`src/rtl/btn_sampler.sv`:
```
// btn_sampler
// Turns the clock divider's clk_fast square wave into single-cycle sample
// strobes in the master_clk domain. It then uses those strobes to debounce
// the raw push-buttons into a clean level, a press pulse and a release pulse
// for each button.
//
// clk_fast is only ever sampled as data. Every flop here is clocked by
// master_clk.
// STABLE_SAMPLES must be in 1..15, and 2**CW must be greater than
// STABLE_SAMPLES. This keeps the terminal count representable.

module btn_sampler #(
   parameter int NUM_BTNS       = 5,
   parameter int STABLE_SAMPLES = 4,
   parameter int CW             = 4
) (
   input  logic                master_clk,
   input  logic                rst,
   input  logic                clk_fast,
   input  logic [NUM_BTNS-1:0] btn_in,
   output logic                sample_tick,
   output logic [NUM_BTNS-1:0] btn_level,
   output logic [NUM_BTNS-1:0] btn_press,
   output logic [NUM_BTNS-1:0] btn_release,
   output logic                any_press
);

   // A button's level flips on the tick where its counter already holds this
   // value and the synced input still disagrees with the level.
   localparam logic [CW-1:0] CNT_LAST = CW'(STABLE_SAMPLES - 1);

   logic                fast_s1;
   logic                fast_s2;
   logic                fast_p;
   logic                tick_cond;

   logic [NUM_BTNS-1:0] btn_s1;
   logic [NUM_BTNS-1:0] btn_s2;

   logic [CW-1:0]       cnt_q [NUM_BTNS];
   logic [CW-1:0]       cnt_d [NUM_BTNS];
   logic [NUM_BTNS-1:0] level_d;
   logic [NUM_BTNS-1:0] press_d;
   logic [NUM_BTNS-1:0] release_d;

   // Two-flop synchronizers for clk_fast and the buttons, plus the
   // previous-value flop used to find clk_fast rising edges.
   always_ff @(posedge master_clk or posedge rst) begin
      if (rst) begin
         fast_s1 <= 1'b0;
         fast_s2 <= 1'b0;
         fast_p  <= 1'b0;
         btn_s1  <= '0;
         btn_s2  <= '0;
      end else begin
         fast_s1 <= clk_fast;
         fast_s2 <= fast_s1;
         fast_p  <= fast_s2;
         btn_s1  <= btn_in;
         btn_s2  <= btn_s1;
      end
   end

   // Synced clk_fast is high and was low last cycle: this is a rising edge.
   assign tick_cond = fast_s2 & ~fast_p;

   // Per-button debounce decision. State only moves on tick cycles, so a
   // stopped clk_fast freezes every counter and level.
   always_comb begin
      level_d   = btn_level;
      press_d   = '0;
      release_d = '0;
      for (int i = 0; i < NUM_BTNS; i++) begin
         cnt_d[i] = cnt_q[i];
      end
      if (tick_cond) begin
         for (int i = 0; i < NUM_BTNS; i++) begin
            if (btn_s2[i] == btn_level[i]) begin
               // Agreement, including a bounce back, restarts the count.
               cnt_d[i] = '0;
            end else if (cnt_q[i] == CNT_LAST) begin
               level_d[i]   = ~btn_level[i];
               cnt_d[i]     = '0;
               press_d[i]   = btn_s2[i];
               release_d[i] = ~btn_s2[i];
            end else begin
               cnt_d[i] = cnt_q[i] + CW'(1);
            end
         end
      end
   end

   // Register the tick, the debounce state and the pulses.
   // The pulses and any_press update on the same edge as btn_level.
   always_ff @(posedge master_clk or posedge rst) begin
      if (rst) begin
         sample_tick <= 1'b0;
         btn_level   <= '0;
         btn_press   <= '0;
         btn_release <= '0;
         any_press   <= 1'b0;
         for (int i = 0; i < NUM_BTNS; i++) begin
            cnt_q[i] <= '0;
         end
      end else begin
         sample_tick <= tick_cond;
         btn_level   <= level_d;
         btn_press   <= press_d;
         btn_release <= release_d;
         any_press   <= |press_d;
         for (int i = 0; i < NUM_BTNS; i++) begin
            cnt_q[i] <= cnt_d[i];
         end
      end
   end

endmodule

```
`config.mk`:
```
export PLATFORM = sky130hd
export DESIGN_NAME = btn_sampler
export DESIGN_NICKNAME = d
export VERILOG_FILES = /design/src/rtl/btn_sampler.sv
export SDC_FILE = /design/constraint.sdc
export NUM_CORES = 1
export LEC_CHECK = 0
export ABC_AREA = 1
export BUFFER_PORTS_ARGS = -buffer_cell sky130_fd_sc_hd__buf_2
export CAP_MARGIN = 20
export CORE_UTILIZATION = 60
export CTS_CLUSTER_DIAMETER = 40
export DETAILED_ROUTE_END_ITERATION = 10
export MAX_ROUTING_LAYER = met4
export PLACE_DENSITY_LB_ADDON = 0.12
export REMOVE_ABC_BUFFERS = 1
export SYNTH_ARGS = -nofsm -noshare
export SYNTH_HDL_FRONTEND = slang
export SYNTH_SLANG_ARGS = --single-unit
```
`constraint.sdc`:
```
create_clock -name master_clk -period 3.8 [get_ports master_clk]
set_input_delay 0.76 -clock master_clk [delete_from_list [all_inputs] [get_ports master_clk]]
set_output_delay 0.76 -clock master_clk [all_outputs]
set_load 0.02 [all_outputs]
```
==> results.py <==
metrics = {
    "timing": {
        "clock.fmax_mhz": 579,
        "hold_viol": 0,
        "rsz0062_at_grt": "false",
        "max_slew_margin_pct": 81.2,
        "drv_slew": 0,
        "clock_skew_ns": 0.00669,
        "final.setup.tns_ns": 0,
        "tightest_slew_ns": 0.282,
        "post-route-period-util_pct": 45.4,
        "fin_crit_ns": 1.73,
        "setup_viol": 0,
    },
    "cts": {
        "post_cts_buffers": 0,
        "numCtsBuffers": 5,
        "cts_resized": 0,
        "ctsHtreeMaxLevel": 2,
        "cts_tree": "built",
        "ctsRootBufferMaster": "clkbuf_4",
        "cts.clk_slew.worst_paths_ns": 0.13,
        "clock_latency_ns": 0.36,
        "cts.path.max_buffers": 2,
        "cts.sinks": 50,
        "holdBufCountCts": 0,
    },
    "finish": {
        "area_growth_pct": 10.9,
        "layout-drive-gt1-share_pct": 17.2,
        "diodes": 0,
        "mostFrequentLayoutCells": "50 x dfrtp_1, 34 x nand2_1, 24 x buf_2",
        "final_common_cell": "dfrtp_1",
        "nFillCells": 264,
        "nets": 234,
        "final_util_pct": 71.6,
    },
    "route": {
        "wire_per_inst_um": 12.3,
        "viasPerCell": 5.22,
        "antenna_left": 0,
        "wirelength_mm": 3.27,
        "firstDrtPassIters": 4,
        "vias": 1382,
        "drc": 0,
        "drtIter0Drc": 60,
    },
    "floorplan": {
        "die_area_mm2": 0.00357,
        "die_w_um": 59.8,
        "die_h_um": 59.8,
        "pin_count": 25,
        "initial_core_util_pct": 64.6,
        "coreArea_mm2": 0.00310,
        "rows": 20,
    },
    "setup_path": {
        "path_cells": "buf_2",
        "path_class": "flop to output port",
        "worstSetupEndpointType": "output port",
        "worstPathRequired_ns": 3.04,
        "worst_path_max_delay_cell": "dfrtp_1",
        "crit_fanout": 4,
        "cp.arrival_ns": 0.97,
        "crit_family": "flip-flops",
        "crit-reg2reg-launch": "fast_p$_DFF_PP0_",
        "slowest_delay_ns": 0.44,
        "cp-startpoint": "btn_level[1]$_DFFE_PP0P_",
        "critPathLaunchType": "flop",
        "rr_endpoint": "cnt_q[12]$_DFFE_PP0P_",
        "reg2reg_slack_ns": 2.34,
        "reg2reg_depth": 5,
        "cp_num_buf_inv": 1,
    },
    "grt": {
        "grt_pass1_vias": 1323,
        "grt_first_pass_wirelength_mm": 5.69,
        "grt_max_degree": 51,
        "overflow": 0,
        "grt_use_total_pct": 22.6,
        "antenna_found_initial": 0,
    },
    "synth": {
        "seq_area_frac_synth_pct": 62.5,
        "synth_largest_area_cell": "dfrtp_1",
        "syn_inst": 192,
        "synthTopCellsByArea": "dfrtp_1 62%, nand2_1 6.4%, o21ai_1 4.0%",
        "avgSynthCellArea_um2": 10.4,
        "syn_area_mm2": 0.00200,
        "synth-seq-cells": 50,
        "synth_top_area_share_pct": 62.5,
        "yosys_warnings": 0,
        "netlist-cell-type-count": 22,
    },
    "place": {
        "gp_congestion": 0.799,
        "hpwl_mm": 2.21,
        "io_buffers": 24,
    },
    "run": {
        "drv_cap": 0,
    },
    "pwr": {
        "ir_drop_mv": 0.348,
        "powerDensity_mw_per_mm2": 556,
        "cellLeakagePower_uw": 0.00113,
    },
    "min_path": {
        "worstHoldPathType": "input port to async pin",
    },
    "status": {
        "outcome": "completed",
    },
}
## layer usage
metal	track usage, %	wire length (um)	vias up
li1	-	-	686
met1	27.4	1450	660
met2	36.7	1660	31
met3	4.55	119	5
met4	9.97	31	0
met5	-	0	-
## registers in the layout (all words and copies together) (netlist names)
register and count:
any_press 1, btn_level 5, btn_press 5, btn_release 5
btn_s1 5, btn_s2 5, cnt_q 20, fast_p 1
fast_s1 1, fast_s2 1, sample_tick 1
## worst reg2reg max path, stage by stage, from the launching register on
cell	delay, ns
dfrtp_1	0.45
nor2_8	0.28
inv_4	0.19
nor2_2	0.20
o21ai_1	0.14
o21ai_1	0.15
## area by class of cell
type	instances	area, um^2	share of cell area, %
sequential	50	1250	56.3
multi-input combinational	120	657	29.6
timing repair buffer	25	140	6.31
inverter	19	73.8	3.32
tap	44	55.1	2.48
clock buffer	7	45.0	2.03
## per-stage QoR
stage / hold slack (ns) / instances / power (uW) / cell area [um^2] / worst slack [ns]
finish: 0.232 / 265 / 1230 / 2220 / 2.07
global route: 0.216 / 265 / 1320 / 2220 / 2.01
CTS: 0.365 / 264 / 1240 / 2200 / 2.05
detailed placement: 0.337 / 257 / 1020 / 2160 / 2.10
global placement: 0.332 / 257 / 998 / 2160 / 2.14
floorplan: 0.331 / 189 / 932 / 1980 / 1.84
## cells by family after synthesis
kind of cell	after synthesis	share of synthesized area [%]
buf+inv	22	4.75
flops	50	62.5
fa+ha+maj	5	3.12
compound gates	24	6.43
simple gates	81	18.9
xor+xnor	10	4.37
## report_power, final
group          internal (uW)  switching, uW  leakage, uW
clock                   70.1            154    0.0000254
combinational            118            182     0.000448
sequential               624           86.4     0.000654
## cells in the mapped netlist, drive strengths merged
cell    count
dfrtp      50
nand2      34
nor2       24
inv        19
o21ai      18
nand3      15
xor2        7
nand4       6
ha          5
o22ai       4
buf         3
xnor2       3
a21oi       1
a22o        1
nand3b      1
or2         1
## how the worst max path moves through the flow
stage / cells past startpoint / endpoint / slack, ns
6_report: 1 / btn_level[1] / 2.07
5_1_grt: 1 / btn_level[1] / 2.01
4_1_cts: 1 / btn_level[1] / 2.05
3_5_place_dp: 2 / cnt_q[17]$_DFFE_PP0P_ / 2.10
3_3_place_gp: 2 / btn_level[2]$_DFFE_PP0P_ / 2.14
2_1_floorplan: 1 / any_press$_DFF_PP0_ / 1.84
Power figures use the tool's default switching activity.
